**config.mk**
```make
export PLATFORM = sky130hd
export DESIGN_NAME = if_fetch_unit
export DESIGN_NICKNAME = d
export VERILOG_FILES = /design/src/rtl/if_fetch_unit.sv
export SDC_FILE = /design/constraint.sdc
export NUM_CORES = 1
export LEC_CHECK = 0
export BUFFER_PORTS_ARGS = -buffer_cell sky130_fd_sc_hd__buf_2
export CORE_MARGIN = 4
export CORE_UTILIZATION = 30
export CTS_CLUSTER_SIZE = 25
export DETAILED_ROUTE_END_ITERATION = 12
export GPL_TIMING_DRIVEN = 0
export PLACE_DENSITY = 0.51
export SYNTH_ARGS = -nofsm -noshare
export SYNTH_HDL_FRONTEND = slang
export SYNTH_SLANG_ARGS = --single-unit
```
**constraint.sdc**
```tcl
create_clock -name clk -period 3.55 [get_ports clk]
set_input_delay 0.1775 -clock clk [delete_from_list [all_inputs] [get_ports clk]]
set_output_delay 0.1775 -clock clk [all_outputs]
set_load 0.05 [all_outputs]
```
**src/rtl/if_fetch_unit.sv**
```systemverilog
// Instruction-fetch front end: owns the PC, issues I-memory reads and presents one instruction per accepted cycle.
// Holds a stalled response locally and discards responses for reads that a redirect has made stale.
module if_fetch_unit #(
  parameter logic [31:0] RESET_PC = 32'h4000_0060
) (
  input  logic        clk,
  input  logic        rst,
  input  logic        pipe_stall,
  input  logic        redirect,
  input  logic [31:0] redirect_pc,
  output logic        imem_read,
  output logic [31:0] imem_address,
  input  logic        imem_resp,
  input  logic [31:0] imem_rdata,
  output logic        if_valid,
  output logic        fetch_nop,
  output logic [31:0] pc_out_if,
  output logic [31:0] pc_plus4_if,
  output logic [31:0] inst_rdata_if,
  output logic        is_branch_if,
  output logic        is_jump_if
);

  typedef enum logic [1:0] {FETCH, HOLD, DROP} state_t;

  state_t      state;
  logic [31:0] pc_q;
  logic [31:0] tgt_q;
  logic [31:0] hold_q;
  logic [31:0] redir_tgt;
  logic [31:0] inst;
  logic        vld;
  logic [6:0]  opcode;
  logic        unused_lsbs;

  assign redir_tgt   = {redirect_pc[31:2], 2'b00};
  assign unused_lsbs = ^redirect_pc[1:0];

  always_comb begin
    vld  = 1'b0;
    inst = 32'h0000_0013;
    case (state)
      FETCH: begin
        if (imem_resp && !redirect && !pipe_stall) begin
          vld  = 1'b1;
          inst = imem_rdata;
        end
      end
      HOLD: begin
        if (!redirect) begin
          vld  = 1'b1;
          inst = hold_q;
        end
      end
      default: ;
    endcase
    if (rst) begin
      vld  = 1'b0;
      inst = 32'h0000_0013;
    end
  end

  assign opcode        = inst[6:0];
  assign if_valid      = vld;
  assign fetch_nop     = ~vld;
  assign inst_rdata_if = inst;
  assign is_branch_if  = vld & (opcode == 7'b1100011);
  assign is_jump_if    = vld & ((opcode == 7'b1101111) | (opcode == 7'b1100111));
  assign pc_out_if     = pc_q;
  assign pc_plus4_if   = pc_q + 32'd4;
  assign imem_read     = ~rst & (state != HOLD);
  assign imem_address  = pc_q;

  always_ff @(posedge clk or posedge rst) begin
    if (rst) begin
      state  <= FETCH;
      pc_q   <= RESET_PC;
      tgt_q  <= 32'h0;
      hold_q <= 32'h0000_0013;
    end else begin
      case (state)
        FETCH: begin
          if (imem_resp) begin
            if (redirect) begin
              pc_q <= redir_tgt;
            end else if (pipe_stall) begin
              hold_q <= imem_rdata;
              state  <= HOLD;
            end else begin
              pc_q <= pc_q + 32'd4;
            end
          end else if (redirect) begin
            tgt_q <= redir_tgt;
            state <= DROP;
          end
        end
        HOLD: begin
          // Redirect beats stall: the held instruction is on the wrong path.
          if (redirect) begin
            pc_q  <= redir_tgt;
            state <= FETCH;
          end else if (!pipe_stall) begin
            pc_q  <= pc_q + 32'd4;
            state <= FETCH;
          end
        end
        DROP: begin
          // Read in flight cannot be cancelled; keep the address until it returns.
          if (redirect) tgt_q <= redir_tgt;
          if (imem_resp) begin
            pc_q  <= redirect ? redir_tgt : tgt_q;
            state <= FETCH;
          end
        end
        default: state <= FETCH;
      endcase
    end
  end

endmodule

```
==> summary.json, run 1 <==
{
  "worstHoldStart": "redirect_pc[3]",
  "cts_made_buffers": 9,
  "postSynthCellCount": 651,
  "pin_count_of_the_biggest_net_entering_global_routing": 31,
  "ys_seq_area_frac": 0.3940,
  "core.rowCount": 52,
  "post_cts.resized_instances": 0,
  "finalSetupTns_ns": 0,
  "grt_first_pass_wirelength_mm": 33.79,
  "stdcell_count": 1140,
  "placement.io_buffers": 198,
  "worst-setup-path-type": "in2out",
  "drive_above_1_share": 0.4115,
  "r2r_slack_ns": 0.98,
  "clock_tree.root_cell": "sky130_fd_sc_hd__clkbuf_16",
  "postRouteAntennaNets": 0,
  "clock_insertion_delay_worst_skew_ns": 0.35,
  "timing.critical_path.to_type": "primary output",
  "largest_area_contributor_in_the_netlist": "sky130_fd_sc_hd__dfrtp_1",
  "design.final.nets": 935,
  "num_vias": 5844,
  "crit_arrival_ns": 2.96,
  "globalRouteOverflowTotal": 0,
  "drv.max_cap_violation_count": 0,
  "area_delta_synth_final_pct": 27.29,
  "postSynth.topFlopCell": "sky130_fd_sc_hd__dfrtp_1",
  "coreArea_um2": 20360,
  "worst_pin_slew_ns": 0.9129,
  "min_path_type": "in2reg",
  "rr_startpoint": "state[1]",
  "clock_skew_ns": 0.01290,
  "route.detailed.wl_per_inst_um": 18.76,
  "report.final.slew_viol_count": 0,
  "status": "complete, no violations",
  "critical_path_peak_fanout": 30,
  "final-seq-area_um2": 2460,
  "cts.repair_timing.setup_buffer_count": 0,
  "synth.cell_area_um2": 6243,
  "global_route_usage_over_all_layers": 0.1802,
  "place.gp.congestion": 0.8379,
  "first_global_vias": 5815,
  "htree_num_levels": 3,
  "finalHoldViolCount": 0,
  "worst_setup_path_startpoint": "rst",
  "final_critical_path_setup_slack_ns": 0.4112,
  "yosys_warnings": 0,
  "setup_viol": 0,
  "multiInputGateArea_um2": 3244,
  "postSynth.asyncResetShare": 1.000,
  "die_area_um2": 23180,
  "detailedPlace.worstSlack_ns": 0.6838,
  "flop_and_latch_count_out_of_synthesis": 98,
  "num_antenna_cells": 0,
  "vdd_ir_drop_max_mv": 0.2410,
  "worst_r2r_endpoint": "imem_address[21]",
  "clock_path_buffers": 2,
  "hold_depth": 2,
  "fill_cell_instance_count_of_the_final_layout": 2123,
  "fp.dieW_um": 152.3,
  "final_min_period_over_clock_period": 0.8842,
  "start_util": 0.3066,
  "fin_hold_ws_ns": 0.07385,
  "worst-endpoint-required_ns": 3.37,
  "die_y_um": 152.3,
  "routed_wl_mm": 21.39,
  "via_per_instance_ratio": 5.126,
  "cp-start-kind": "input pin",
  "clock_sink_count": 98,
  "static-leakage-power_nw": 3.523,
  "fraction_of_post_synthesis_cell_area_in_the_top_cell_type_by_area": 0.3687,
  "synth_cell_types": 63,
  "syn-num-nets": 721,
  "detailed_router_iteration_count_before_antenna_repair": 5,
  "max-slew-margin-rel": 0.3858,
  "achievable-frequency_mhz": 318.6,
  "min_delay_worst_endpoint": "tgt_q[3]",
  "detail_route.iter0.violations": 289,
  "hpwlAfterDp_mm": 16.18,
  "synth_top_cells_by_area": "sky130_fd_sc_hd__dfrtp_1 (37%), sky130_fd_sc_hd__mux2_2 (12%), sky130_fd_sc_hd__buf_4 (4.6%), sky130_fd_sc_hd__a22oi_1 (3.2%), sky130_fd_sc_hd__nand2_1 (2.6%)",
  "tritoncts_clock_tree": "yes",
  "path_clk_slew_ns": 0.08,
  "synthesis.area_per_instance_um2": 9.591,
  "grt_setup_unrepaired": "no",
  "reg2regPathDepth": 7,
  "synth_edf_count": 0,
  "crit_path_time_final_ns": 3.139,
  "power-per-cell-area_nw_per_um2": 607.9,
  "num_io_pins": 202,
  "drc_errors": 0,
  "antenna_violations_before_repair": 1,
  "dpl.cell_count": 1122
}
==> layout make-up <==
cell class	count	area share
timing repair buffer	202	0.1335
sequential	98	0.3095
timing repair inverter	1	0.0006297
inverter	10	0.005195
clock inverter	6	0.008501
clock buffer	10	0.02881
tap	270	0.04251
multi-input combinational	455	0.4082
buffer	88	0.06313
==> layout by cell type (no fill, tap or decap), types with 6 or more instances in the layout <==
cell type | synthesis | final
sky130_fd_sc_hd__nand2b_1 | 18 | 18
sky130_fd_sc_hd__nor4_1 | 7 | 7
sky130_fd_sc_hd__nand2_1 | 44 | 44
sky130_fd_sc_hd__and3_1 | 7 | 7
sky130_fd_sc_hd__nor3_1 | 16 | 16
sky130_fd_sc_hd__o21ai_0 | 31 | 31
sky130_fd_sc_hd__buf_2 | 17 | 215
sky130_fd_sc_hd__buf_4 | 38 | 38
sky130_fd_sc_hd__inv_1 | 10 | 9
sky130_fd_sc_hd__nor2b_1 | 6 | 6
sky130_fd_sc_hd__or4_1 | 7 | 7
sky130_fd_sc_hd__o211ai_1 | 15 | 15
sky130_fd_sc_hd__nor2_1 | 42 | 42
sky130_fd_sc_hd__mux2i_1 | 14 | 14
sky130_fd_sc_hd__a22oi_1 | 27 | 27
sky130_fd_sc_hd__xor2_1 | 11 | 11
sky130_fd_sc_hd__nand4_1 | 9 | 9
sky130_fd_sc_hd__dfrtp_1 | 92 | 92
sky130_fd_sc_hd__dfstp_2 | 6 | 6
sky130_fd_sc_hd__and2_1 | 6 | 6
sky130_fd_sc_hd__mux2_2 | 65 | 65
sky130_fd_sc_hd__or3_1 | 14 | 14
sky130_fd_sc_hd__xnor2_1 | 15 | 15
sky130_fd_sc_hd__clkbuf_1 | 27 | 28
sky130_fd_sc_hd__nand3_1 | 16 | 16
sky130_fd_sc_hd__clkbuf_16 | 0 | 9
==> sequential cells by signal (all words and copies together), names as in the netlist <==
register and count:
tgt_q 32, imem_address 32, state 2, hold_q 32
==> routing by layer <==
metal  vias to the layer above  global-route usage  part of all wire
li1                       2777                   -                 -
met3                        21             0.04544             0.075
met1                      2803              0.2492              0.46
met5                         -                   0           0.00061
met4                         2             0.04580             0.012
met2                       241              0.2828              0.45
==> worst max path at each step <==
stage                              endpoint  slack, ns
after floorplan                is_branch_if      -1.01
after global placement    inst_rdata_if[17]      -0.95
after detailed placement  inst_rdata_if[17]       0.68
after CTS                 inst_rdata_if[17]       0.12
after global routing           is_branch_if       0.13
final                     inst_rdata_if[11]       0.41
==> kinds of logic after synthesis <==
| logic type | count (synthesis) | synth area share |
|---|---|---|
| simple gates | 221 | 0.1958 |
| compound gates | 128 | 0.1457 |
| buf+inv | 98 | 0.08637 |
| flops | 98 | 0.3940 |
| mux | 79 | 0.1397 |
| xor+xnor | 26 | 0.03647 |
| fa+ha+maj | 1 | 0.002004 |
==> metrics by stage <==
stage | total power, mW | instance area (um2) | util
floorplan | 3.282 | 6247 | -
global placement | 3.817 | 7576 | 0.3720
detailed placement | 3.841 | 7636 | 0.3750
CTS | 4.873 | 7943 | 0.3900
global route | 5.083 | 7948 | 0.3903
finish | 4.831 | 7948 | 0.3903
==> where the power goes <==
| group | internal, mW | leakage (nW) | switching [mW] |
|---|---|---|---|
| sequential | 1.36 | 1.16 | 0.235 |
| combinational | 0.667 | 2.23 | 1.55 |
| clock | 0.549 | 0.139 | 0.467 |
| total | 2.58 | 3.52 | 2.25 |
==> synth_stat cells, drive strengths merged (4+ instances only) <==
master,instances
dfrtp,92
mux2,65
buf,61
nand2,44
nor2,42
o21ai,31
a22oi,27
clkbuf,27
nand2b,18
nand3,18
nor3,17
o211ai,15
or3,15
xnor2,15
mux2i,14
nand4,11
xor2,11
inv,10
o311ai,9
or4,9
and3,7
nor4,7
and2,6
dfstp,6
nor2b,6
a21oi,5
a22o,5
a31oi,5
and4,5
a211oi,4
nor4b,4
o22ai,4
or2,4
==> repair_timing <==
| action | 4_1_cts | 5_1_grt |
|---|---|---|
| endpoints found under the hold margin | 20 | 0 |
| endpoints found under the setup margin | 0 | 21 |
| hold buffers | 1 | 0 |
==> critical path, cell delays in order <==
cell                            delay (ns)
sky130_fd_sc_hd__dlygate4sd3_1        0.53
sky130_fd_sc_hd__buf_2                0.23
sky130_fd_sc_hd__clkinvlp_4           0.33
sky130_fd_sc_hd__buf_12               0.28
sky130_fd_sc_hd__buf_12               0.18
sky130_fd_sc_hd__buf_12               0.19
sky130_fd_sc_hd__nand2_1              0.29
sky130_fd_sc_hd__clkbuf_1             0.40
sky130_fd_sc_hd__nor2_1               0.09
sky130_fd_sc_hd__buf_2                0.23
(Power assumes the default switching activity.)
==> inputs of run 2 (changes only) <==
Settings changed: ABC_AREA from default to 1, CTS_BUF_LIST from default to sky130_fd_sc_hd__clkbuf_4, PLACE_DENSITY 0.51 to 0.52.
==> summary.json, run 2 <==
{
  "cp-start-kind": "flop",
  "sequential_share_of_power": {"value": 0.367, "change": "+0.036"},
  "placement.io_buffers": {"value": 198, "change": "unchanged"},
  "tritoncts_clock_tree": "yes",
  "final-seq-area": {"value": 2460, "unit": "um2", "change": "unchanged"},
  "hpwlAfterDp": {"value": 13.80, "unit": "mm", "change": "-15%"},
  "postRouteAntennaNets": {"value": 0, "change": "unchanged"},
  "commonest_cells_after_routing_fill_and_taps_aside": "sky130_fd_sc_hd__buf_2 (212), sky130_fd_sc_hd__nand2_1 (171), sky130_fd_sc_hd__nor2_1 (118), sky130_fd_sc_hd__dfrtp_1 (92), sky130_fd_sc_hd__dlygate4sd3_1 (64)",
  "static-leakage-power": {"value": 3.870, "unit": "nW", "change": "+9.8%"},
  "power-per-cell-area": {"value": 546.8, "unit": "nW/um2", "change": "-10%"},
  "core.rowCount": {"value": 50, "change": "-3.8%"},
  "fill_cell_instance_count_of_the_final_layout": {"value": 1919, "change": "-9.6%"},
  "postSynthCellCount": {"value": 731, "change": "+12%"},
  "yosys_warnings": {"value": 0, "change": "unchanged"},
  "achievable-frequency": {"value": 390.8, "unit": "MHz", "change": "+23%"},
  "switching_share": {"value": 0.5059, "change": "+0.04003"},
  "timing.critical_path.to_type": "primary output",
  "largest_area_contributor_in_the_netlist": "sky130_fd_sc_hd__dfrtp_1",
  "fp.dieW": {"value": 145.9, "unit": "um", "change": "-4.2%"},
  "clock_tree.root_cell": "sky130_fd_sc_hd__clkbuf_4",
  "final_min_period_over_clock_period": {"value": 0.7208, "change": "-0.1633"},
  "crit_top_cell": "sky130_fd_sc_hd__nand2_1",
  "postSynth.topFlopCell": "sky130_fd_sc_hd__dfrtp_1",
  "finalPower": {"value": 4.252, "unit": "mW", "change": "-12%"},
  "first_global_vias": {"value": 5649, "change": "-2.9%"},
  "clock_insertion_delay_worst_skew": {"value": 0.48, "unit": "ns", "change": "+0.13 ns"},
  "via_per_instance_ratio": {"value": 4.596, "change": "-10%"},
  "timing.critical_path.cells": "ha_1 -> nand2_1 -> nor2_1 -> nand2_1 -> nor2_4 -> xor2_1 -> buf_2",
  "postSynth.asyncResetShare": {"value": 1.000, "change": "unchanged"},
  "antenna_violations_before_repair": {"value": 1, "change": "unchanged"},
  "report.final.slew_viol_count": {"value": 0, "change": "unchanged"},
  "route.detailed.wl_per_inst": {"value": 14.83, "unit": "um", "change": "-21%"},
  "start_util": {"value": 0.3049, "change": "-0.001637"},
  "crit_arrival": {"value": 2.38, "unit": "ns", "change": "-0.58 ns"},
  "pin_count_of_the_biggest_net_entering_global_routing": {"value": 93, "change": "+200%"},
  "design.final.nets": {"value": 1075, "change": "+15%"},
  "status": "complete, no violations",
  "drive_above_1_share": {"value": 0.3149, "change": "-0.09664"},
  "finalSetupTns": {"value": 0, "unit": "ns", "change": "unchanged"},
  "synthesis.area_per_instance": {"value": 7.803, "unit": "um2", "change": "-19%"},
  "stdcell_count": {"value": 1245, "change": "+9.2%"},
  "htree_num_levels": {"value": 3, "change": "unchanged"},
  "power.combinational.fraction": {"value": 0.502, "change": "+0.043"},
  "final_common_cell": "sky130_fd_sc_hd__buf_2",
  "globalRouteOverflowTotal": {"value": 0, "change": "unchanged"},
  "worst_path_largest_cell_delay": {"value": 0.45, "unit": "ns", "change": "-0.08 ns"},
  "internal": {"value": 2.101, "unit": "mW", "change": "-19%"},
  "ys_seq_area_frac": {"value": 0.4312, "change": "+0.03725"},
  "num_vias": {"value": 5722, "change": "-2.1%"},
  "detail_route.iter0.violations": {"value": 259, "change": "-10%"},
  "worst-endpoint-required": {"value": 3.37, "unit": "ns", "change": "about the same"},
  "worst-setup-path-type": "reg2out",
  "crit_path_time_final": {"value": 2.559, "unit": "ns", "change": "-0.5798 ns"},
  "clock_skew": {"value": 0.02055, "unit": "ns", "change": "+0.007656 ns"},
  "setup_viol": {"value": 0, "change": "unchanged"},
  "fin_hold_ws": {"value": 0.1105, "unit": "ns", "change": "+0.03668 ns"},
  "multiInputGateArea": {"value": 2585, "unit": "um2", "change": "-20%"},
  "critical_path_peak_fanout": {"value": 5, "change": "-83%"},
  "synth.cell_area": {"value": 5704, "unit": "um2", "change": "-8.6%"},
  "drv.max_cap_violation_count": {"value": 0, "change": "unchanged"},
  "dpl.cell_count": {"value": 1164, "change": "+3.7%"},
  "synth_top_cells_by_area": "sky130_fd_sc_hd__dfrtp_1 (40%), sky130_fd_sc_hd__nand2_1 (11%), sky130_fd_sc_hd__nor2_1 (7.8%), sky130_fd_sc_hd__mux2_2 (5.3%), sky130_fd_sc_hd__buf_4 (4.7%)",
  "clockPowerShare": {"value": 0.131, "change": "-0.079"},
  "max-slew-margin-rel": {"value": 0.6005, "change": "+0.2147"},
  "net_switching_power": {"value": 2.151, "unit": "mW", "change": "-4.4%"},
  "flop_and_latch_count_out_of_synthesis": {"value": 98, "change": "unchanged"},
  "grt_first_pass_wirelength": {"value": 30.04, "unit": "mm", "change": "-11%"},
  "yosys.cell_count.top_type": "sky130_fd_sc_hd__nand2_1",
  "die_y": {"value": 145.9, "unit": "um", "change": "-4.2%"},
  "synth_cell_types": {"value": 32, "change": "-49%"},
  "fraction_of_post_synthesis_cell_area_in_the_top_cell_type_by_area": {"value": 0.4036, "change": "+0.03486"},
  "clock_path_buffers": {"value": 2, "change": "unchanged"},
  "area_delta_synth_final_pct": 36.32,
  "die_area": {"value": 21280, "unit": "um2", "change": "-8.2%"},
  "place.gp.congestion": {"value": 0.8629, "change": "+3.0%"},
  "num_io_pins": {"value": 202, "change": "unchanged"},
  "cts_made_buffers": {"value": 9, "change": "unchanged"},
  "drc_errors": {"value": 0, "change": "unchanged"},
  "coreArea": {"value": 18710, "unit": "um2", "change": "-8.1%"},
  "vdd_ir_drop_max": {"value": 0.1823, "unit": "mV", "change": "-24%"},
  "clock_sink_count": {"value": 98, "change": "unchanged"},
  "synth_common_cells": "sky130_fd_sc_hd__nand2_1 (171), sky130_fd_sc_hd__nor2_1 (118), sky130_fd_sc_hd__dfrtp_1 (92)",
  "syn-num-nets": {"value": 801, "change": "+11%"},
  "min_path_type": "in2reg",
  "grt_setup_unrepaired": "no",
  "path_clk_slew": {"value": 0.16, "unit": "ns", "change": "+0.08 ns"},
  "synth_edf_count": {"value": 0, "change": "unchanged"},
  "detailed_router_iteration_count_before_antenna_repair": {"value": 6, "change": "+1"},
  "global_route_usage_over_all_layers": {"value": 0.1723, "change": "-0.007861"},
  "routed_wl": {"value": 18.46, "unit": "mm", "change": "-14%"},
  "post_cts.resized_instances": {"value": 0, "change": "unchanged"},
  "crit_slowest_cell": "sky130_fd_sc_hd__dfrtp_1",
  "worst_pin_slew": {"value": 0.5971, "unit": "ns", "change": "-0.3158 ns"},
  "finalHoldViolCount": {"value": 0, "change": "unchanged"}
}
-- run 2: cells by family after synthesis --
logic type	synth area share
compound gates	0.1441
xor+xnor	0.02303
fa+ha+maj	0.002193
buf+inv	0.1156
flops	0.4312
mux	0.05330
simple gates	0.2305
-- run 2: path summary, 6_finish.rpt --
check / from / endpoint / slack (ns) / cells after the start
min: redirect / state[0] / 0.11 / 4
max reg2reg: imem_address[3] / imem_address[12] / 1.67 / 8
max in group asynchronous: rst / imem_address[30] / 2.72 / 4
max: imem_address[3] / pc_plus4_if[12] / 0.99 / 7
min in group asynchronous: rst / hold_q[10] / 0.14 / 3
min reg2reg: hold_q[1] / hold_q[1] / 0.50 / 2
-- run 2: what timing repair did --
action,CTS,global route
hold buffers,64,0
endpoints found under the hold margin,161,0
buffers inserted,0,0
-- run 2: stage by stage --
stage                     instance area (um2)    util  setup slack [ns]
after floorplan                          5705       -            0.8228
after global placement                   6989  0.3736            0.4505
after detailed placement                 7020  0.3753             1.486
after CTS                                7774  0.4156            0.9182
after global routing                     7776  0.4157            0.7451
final                                    7776  0.4157            0.9910
-- run 2: final cells by class --
class	count	share of cell area
multi-input combinational	500	0.3324
clock buffer	9	0.008689
inverter	66	0.03250
tap	234	0.03765
sequential	98	0.3163
buffer	67	0.05294
clock inverter	7	0.005792
antenna	1	0.0003218
timing repair buffer	263	0.2134
-- run 2: metal layers --
metal	routed length [um]	global-route usage	vias up
li1	-	-	2900
met1	8315	0.2236	2618
met2	8671	0.2880	187
met3	1180	0.04049	17
met4	291	0.04843	0
met5	0	0	-
-- run 2: critical path: cells and delay by family, from the launching register on --
kind	cells	cell delay, ns
xor+xnor	1	0.28
simple gates	4	0.63
buf+inv	1	0.32
flops	1	0.45
fa+ha+maj	1	0.24
-- run 2: power groups by stage --
stage	clock network (mW)	registers, mW	logic, mW
after floorplan	0	1.81	1.36
after global placement	0	1.58	2.08
after detailed placement	0	1.59	2.09
after CTS	0.585	1.56	2.15
after global routing	0.628	1.60	2.29
final	0.557	1.56	2.14
